==> config.mk <==
export PLATFORM = sky130hd
export DESIGN_NAME = branch_predictor
export DESIGN_NICKNAME = d
export VERILOG_FILES = /design/src/rtl/branch_predictor_pkg.sv /design/src/rtl/branch_predictor_sat_counter2.sv /design/src/rtl/branch_predictor.sv
export SDC_FILE = /design/constraint.sdc
export NUM_CORES = 2
export LEC_CHECK = 0
export CAP_MARGIN = 25
export CORE_ASPECT_RATIO = 0.9
export CORE_UTILIZATION = 24
export CTS_CLUSTER_SIZE = 14
export DETAILED_ROUTE_END_ITERATION = 16
export DONT_BUFFER_PORTS = 1
export PLACE_DENSITY = 0.41
export REMOVE_ABC_BUFFERS = 1
export SYNTH_ARGS = -nofsm -noshare
export SYNTH_HDL_FRONTEND = slang
export SYNTH_SLANG_ARGS = --single-unit
==> constraint.sdc <==
create_clock -name clk -period 18.1 [get_ports clk]
set_clock_uncertainty 0.2 [all_clocks]
set_input_delay 3.62 -clock clk [delete_from_list [all_inputs] [get_ports clk]]
set_output_delay 3.62 -clock clk [all_outputs]
set_load 0.005 [all_outputs]
==> src/rtl/branch_predictor_pkg.sv <==
// Constants shared between the branch predictor and the fetch stage.
// Counter encodings, default geometry and the reset PC.
package bp_pkg;

   localparam logic [1:0]  CTR_SNT  = 2'b00;
   localparam logic [1:0]  CTR_WNT  = 2'b01;
   localparam logic [1:0]  CTR_WT   = 2'b10;
   localparam logic [1:0]  CTR_ST   = 2'b11;

   localparam int          BP_IDX_W = 6;
   localparam int          BP_TAG_W = 32 - BP_IDX_W - 2;

   localparam logic [31:0] RESET_PC = 32'hBFC00000;

endpackage

==> src/rtl/branch_predictor_sat_counter2.sv <==
// Next-value logic for a 2-bit saturating direction counter.
// The counter moves toward the resolved direction and clamps at 00 and 11.
module sat_counter2
   import bp_pkg::*;
(
   input  logic [1:0] cur,
   input  logic       inc,
   output logic [1:0] nxt
);

   always_comb begin
      nxt = cur;
      if (inc) begin
         if (cur != CTR_ST) nxt = cur + 2'd1;
      end else begin
         if (cur != CTR_SNT) nxt = cur - 2'd1;
      end
   end

endmodule

==> src/rtl/branch_predictor.sv <==
// Direct-mapped BTB with a 2-bit direction counter per entry.
// Lookup is combinational off registered state; training happens on the update port at the clock edge.
module branch_predictor #(
   parameter int         IDX_W     = bp_pkg::BP_IDX_W,
   parameter int         TAG_W     = 32 - IDX_W - 2,
   parameter logic [1:0] CTR_INIT  = bp_pkg::CTR_WNT,
   parameter logic [1:0] CTR_ALLOC = bp_pkg::CTR_WT
) (
   input  logic        clk,
   input  logic        rst,
   input  logic [31:0] fetch_pc,
   output logic        predicted_taken,
   output logic [31:0] predicted_addr,
   output logic        btb_hit,
   input  logic        upd_en,
   input  logic [31:0] upd_pc,
   input  logic        upd_taken,
   input  logic [31:0] upd_target
);

   import bp_pkg::*;

   localparam int ENTRIES = 1 << IDX_W;

   logic [ENTRIES-1:0] valid_q;
   logic [1:0]         ctr_q    [ENTRIES];
   logic [TAG_W-1:0]   tag_q    [ENTRIES];
   logic [31:0]        target_q [ENTRIES];

   logic [IDX_W-1:0]   f_idx;
   logic [TAG_W-1:0]   f_tag;
   logic [IDX_W-1:0]   u_idx;
   logic [TAG_W-1:0]   u_tag;
   logic               u_hit;
   logic               upd_we;
   logic               alloc;
   logic [1:0]         ctr_sat;
   logic [1:0]         ctr_d;
   logic               unused_pc_lsbs;

   assign unused_pc_lsbs = ^{fetch_pc[1:0], upd_pc[1:0]};

   // Fetch-side lookup: read-before-write against any same-cycle update.
   assign f_idx           = fetch_pc[IDX_W+1:2];
   assign f_tag           = fetch_pc[31:IDX_W+2];
   assign btb_hit         = valid_q[f_idx] && (tag_q[f_idx] == f_tag);
   assign predicted_taken = btb_hit && ctr_q[f_idx][1];
   assign predicted_addr  = btb_hit ? target_q[f_idx] : 32'h0;

   assign u_idx  = upd_pc[IDX_W+1:2];
   assign u_tag  = upd_pc[31:IDX_W+2];
   assign u_hit  = valid_q[u_idx] && (tag_q[u_idx] == u_tag);
   assign upd_we = upd_en && !rst;
   assign alloc  = !u_hit && upd_taken;

   sat_counter2 u_sat (
      .cur (ctr_q[u_idx]),
      .inc (upd_taken),
      .nxt (ctr_sat)
   );

   assign ctr_d = u_hit ? ctr_sat : CTR_ALLOC;

   // Control state: valid bits and counters, cleared by reset.
   always_ff @(posedge clk) begin
      if (rst) begin
         valid_q <= '0;
         for (int i = 0; i < ENTRIES; i++) ctr_q[i] <= CTR_INIT;
      end else if (upd_en && (u_hit || alloc)) begin
         valid_q[u_idx] <= 1'b1;
         ctr_q[u_idx]   <= ctr_d;
      end
   end

   // Data state: tags and targets are never reset, only qualified by valid.
   always_ff @(posedge clk) begin
      if (upd_we && upd_taken) begin
         target_q[u_idx] <= upd_target;
         if (alloc) tag_q[u_idx] <= u_tag;
      end
   end

endmodule

==> impl_metrics.sql <==
INSERT INTO impl_metrics (metric_group, metric, value, unit) VALUES
('status', 'outcome', 'finished with violations', ''),
('status', 'violations', 'slew limit', ''),
('synth', 'syn-cell-area', '160400', 'um2'),
('clock_network', 'clk_pin_slew', '0.06', 'ns'),
('global_routing', 'grt_first_pass_wirelength', '834000', 'um'),
('min_path', 'worst_hold_startpoint', 'valid_q[35]', ''),
('synth', 'number_of_enable_type_register_cells_in_the_synthesized_netlist', '3712', ''),
('global_routing', 'grt_antenna_before_repair', '63', ''),
('die', 'die_area', '671600', 'um2'),
('synth', 'mean_instance_size_in_the_synthesized_netlist', '21.03', 'um2'),
('die', 'die_y', '777.5', 'um'),
('placement', 'gp_routability_congestion', '0.7850', ''),
('worst_setup_path', 'critical_path_class', 'in2out', ''),
('detailed_routing', 'route.detailed.wl_per_inst', '37.27', 'um'),
('die', 'num_io_pins', '134', ''),
('global_routing', 'grt_overflow', '0', ''),
('sta', 'slew_margin_rel', '-37.24', '%'),
('worst_setup_path', 'maximum_net_fanout_on_the_critical_path', '198', ''),
('clock_network', 'ctsHtreeMaxLevel', '5', ''),
('finish', 'multi_input_area', '45830', 'um2'),
('detailed_routing', 'route.detailed.drc', '0', ''),
('finish', 'final_cell_mix', 'sky130_fd_sc_hd__edfxtp_1, sky130_fd_sc_hd__mux4_2, sky130_fd_sc_hd__clkbuf_16, sky130_fd_sc_hd__mux2i_1, sky130_fd_sc_hd__buf_4', ''),
('finish', 'area.sequential', '112700', 'um2'),
('finish', 'area.growth.synth_to_final', '15.44', '%'),
('detailed_routing', 'avgViaCountPerCell', '5.208', ''),
('finish', 'fillers', '65557', ''),
('finish', 'finalNetCount', '7807', ''),
('min_path', 'min-delay-path-class', 'reg2reg', ''),
('worst_setup_path', 'critPathLaunch', 'fetch_pc[3]', ''),
('sta', 'period_minus_slack', '16.75', 'ns'),
('sta', 'holdWs', '0.2700', 'ns'),
('synth', 'asyncSetResetFlopFracSynth', '0', '%'),
('clock_network', 'cts.path.max_buffers', '4', ''),
('power_and_ir_drop', 'power_density', '101.6', 'nW/um2'),
('finish', 'final-instance-count-excl-fill', '16906', ''),
('placement', 'dpl.cell_count', '16163', ''),
('clock_network', 'cts-resized-gates', '0', ''),
('synth', 'postSynthCellCount', '7625', ''),
('worst_setup_path', 'critPathArrivalTime', '12.93', 'ns'),
('finish', 'drive_gt1_share', '30.68', '%'),
('worst_setup_path', 'worstSetupEndpointType', 'output pin', ''),
('synth', 'synth_warnings', '0', ''),
('die', 'design.core.area', '665200', 'um2'),
('power_and_ir_drop', 'leakage', '0.05597', 'uW'),
('worst_setup_path', 'critical_path.reg2reg.startpoint', 'tag_q[8][23]', ''),
('power_and_ir_drop', 'worst_ir_drop_vdd', '0.08901', 'mV'),
('global_routing', 'grt_max_degree', '540', ''),
('clock_network', 'cts_hold_buf', '0', ''),
('clock_network', 'clk_sinks', '3776', ''),
('finish', 'mostFrequentLayoutCell', 'sky130_fd_sc_hd__edfxtp_1', ''),
('sta', 'setup_tns', '0', 'ns'),
('power_and_ir_drop', 'post-layout-total-power', '18810', 'uW'),
('sta', 'slew_violations', '283', ''),
('global_routing', 'grt_pass1_vias', '88675', ''),
('run', 'drv_cap', '0', ''),
('sta', 'setup_viol', '0', ''),
('finish', 'final_core_util', '27.83', '%'),
('clock_network', 'post-cts-setup-buffers', '0', ''),
('clock_network', 'root_buffer', 'sky130_fd_sc_hd__clkbuf_16', ''),
('worst_setup_path', 'critical_path.startpoint_type', 'primary input', ''),
('global_routing', 'global_route.usage.total', '18.16', '%'),
('synth', 'yosysUniqueCellTypes', '80', ''),
('sta', 'tightestPinTransition', '2.059', 'ns'),
('detailed_routing', 'routed_wirelength', '630100', 'um'),
('sta', 'timing.fmax', '0.05970', 'GHz'),
('clock_network', 'cts_buffers', '400', ''),
('detailed_routing', 'dr.first_iter.drc_count', '11638', ''),
('placement', 'port-buffer-count', '0', ''),
('synth', 'synth_flop_cell', 'sky130_fd_sc_hd__edfxtp_1', ''),
('die', 'die_w', '863.7', 'um'),
('die', 'num_rows', '284', ''),
('die', 'initial_util', '24.11', '%'),
('synth', 'ys_ff_latch', '3776', ''),
('placement', 'dp_hpwl', '323800', 'um'),
('worst_setup_path', 'critical_path_required', '14.28', 'ns'),
('clock_network', 'clock_tree_from_tritoncts', 'yes', ''),
('sta', 'grt_setup_unrepaired', 'no', ''),
('detailed_routing', 'dr_total_vias', '88040', ''),
('sta', 'final_hold_viol_count', '0', ''),
('clock_network', 'clkLatencyLatePin', '1.06', 'ns'),
('detailed_routing', 'drt.antenna.violating_nets', '0', ''),
('synth', 'synth_sequential_area_ratio', '70.30', '%'),
('detailed_routing', 'dr.pass1.iters', '8', ''),
('sta', 'final.period_utilization', '92.55', '%');
## metal layers
| layer | GRT usage (%) | wire (um) | share of wire, % |
|---|---|---|---|
| met1 | 24.90 | 266600 | 42 |
| met2 | 28.88 | 290000 | 46 |
| met3 | 3.645 | 49750 | 7.9 |
| met4 | 6.052 | 23590 | 3.7 |
| met5 | 0 | 126 | 0.020 |
## area by class of cell
cell class,instances,share of cell area (%)
clock inverters,212,1.064
inverters,8,0.01892
clock buffers,512,5.749
diodes,11,0.01487
flip-flops and latches,3776,60.89
multi-input cells,3224,24.75
repair buffers,297,1.518
well taps,8866,5.991
## power by group
part           leakage, uW  switching (uW)  internal [uW]  total [uW]
combinational       0.0159             530            457         987
clock              0.00613            3620           4560        8180
sequential          0.0340            12.4           9630        9640
total               0.0560            4160          14600       18800
## worst paths after layout
kind                              to  slack [ns]  cells after the start
hold / removal           valid_q[35]        0.27                      1
setup / recovery  predicted_addr[20]        1.35                     17
setup reg to reg        tag_q[5][21]       12.04                     11
hold reg to reg          valid_q[35]        0.27                      1
## registers in the layout, summed over array words and instances, names as in the netlist
| signal | flops |
|---|---|
| valid_q | 64 |
| ctr_q | 128 |
| target_q | 2048 |
| tag_q | 1536 |
## metrics by stage
stage / area (um2) / worst slack (ns)
floorplan: 157600 / 7.349
global placement: 172100 / 0.9479
detailed placement: 172300 / 1.394
CTS: 184900 / 1.367
global route: 185100 / 1.230
finish: 185200 / 1.348
## synthesized netlist by cell type, types with 36 or more instances
cell type                  instances  area (um2)
sky130_fd_sc_hd__a211oi_1         96       720.7
sky130_fd_sc_hd__a21o_1           65       488.0
sky130_fd_sc_hd__a21oi_1          59       295.3
sky130_fd_sc_hd__a221o_1          37       370.4
sky130_fd_sc_hd__a221oi_1        100       875.8
sky130_fd_sc_hd__a22o_1           36       315.3
sky130_fd_sc_hd__a22oi_1         156        1171
sky130_fd_sc_hd__a311o_1          63       630.6
sky130_fd_sc_hd__buf_1           155       581.8
sky130_fd_sc_hd__buf_2           108       540.5
sky130_fd_sc_hd__clkbuf_1        299        1122
sky130_fd_sc_hd__dfxtp_1          64        1281
sky130_fd_sc_hd__edfxtp_1       3712      111500
sky130_fd_sc_hd__mux2_2           68       765.7
sky130_fd_sc_hd__mux2i_1         326        3263
sky130_fd_sc_hd__mux4_2         1347       30340
sky130_fd_sc_hd__nand2_1          59       221.5
sky130_fd_sc_hd__nand3_1          50       250.2
sky130_fd_sc_hd__nor2_1          102       382.9
sky130_fd_sc_hd__nor2b_1          44       275.3
sky130_fd_sc_hd__nor3_1          110       550.5
sky130_fd_sc_hd__o211ai_1         72       540.5
sky130_fd_sc_hd__o21ai_0          46       230.2
sky130_fd_sc_hd__o22ai_1          69       431.7
## logic make-up (layout without fill, tap and decap cells)
| family | Yosys count | in the layout | synth area share [%] |
|---|---|---|---|
| flip-flops | 3776 | 3776 | 70.30 |
| multiplexers | 1760 | 1760 | 21.56 |
| other | 0 | 11 | 0 |
| AND/OR/NAND/NOR | 495 | 495 | 1.662 |
| XOR/XNOR | 43 | 43 | 0.2348 |
| AO/OA/AOI/OAI | 924 | 924 | 4.463 |
| adder cells (fa/ha/maj) | 2 | 2 | 0.01248 |
| buffers and inverters | 625 | 1029 | 1.771 |
## worst max-delay path: stages
cell,delay [ns]
sky130_fd_sc_hd__buf_16,0.48
sky130_fd_sc_hd__buf_16,0.39
sky130_fd_sc_hd__buf_16,0.90
sky130_fd_sc_hd__buf_16,0.65
sky130_fd_sc_hd__buf_16,0.54
sky130_fd_sc_hd__buf_16,0.51
sky130_fd_sc_hd__mux4_2,0.41
sky130_fd_sc_hd__mux4_2,0.48
sky130_fd_sc_hd__a211oi_1,0.49
sky130_fd_sc_hd__a21oi_1,0.26
sky130_fd_sc_hd__xor2_1,0.23
sky130_fd_sc_hd__nor4_1,0.50
sky130_fd_sc_hd__nand4_1,0.69
sky130_fd_sc_hd__buf_4,0.48
sky130_fd_sc_hd__buf_4,0.38
sky130_fd_sc_hd__a211oi_1,0.39
sky130_fd_sc_hd__buf_4,0.18
Power figures use the tool's default switching activity.
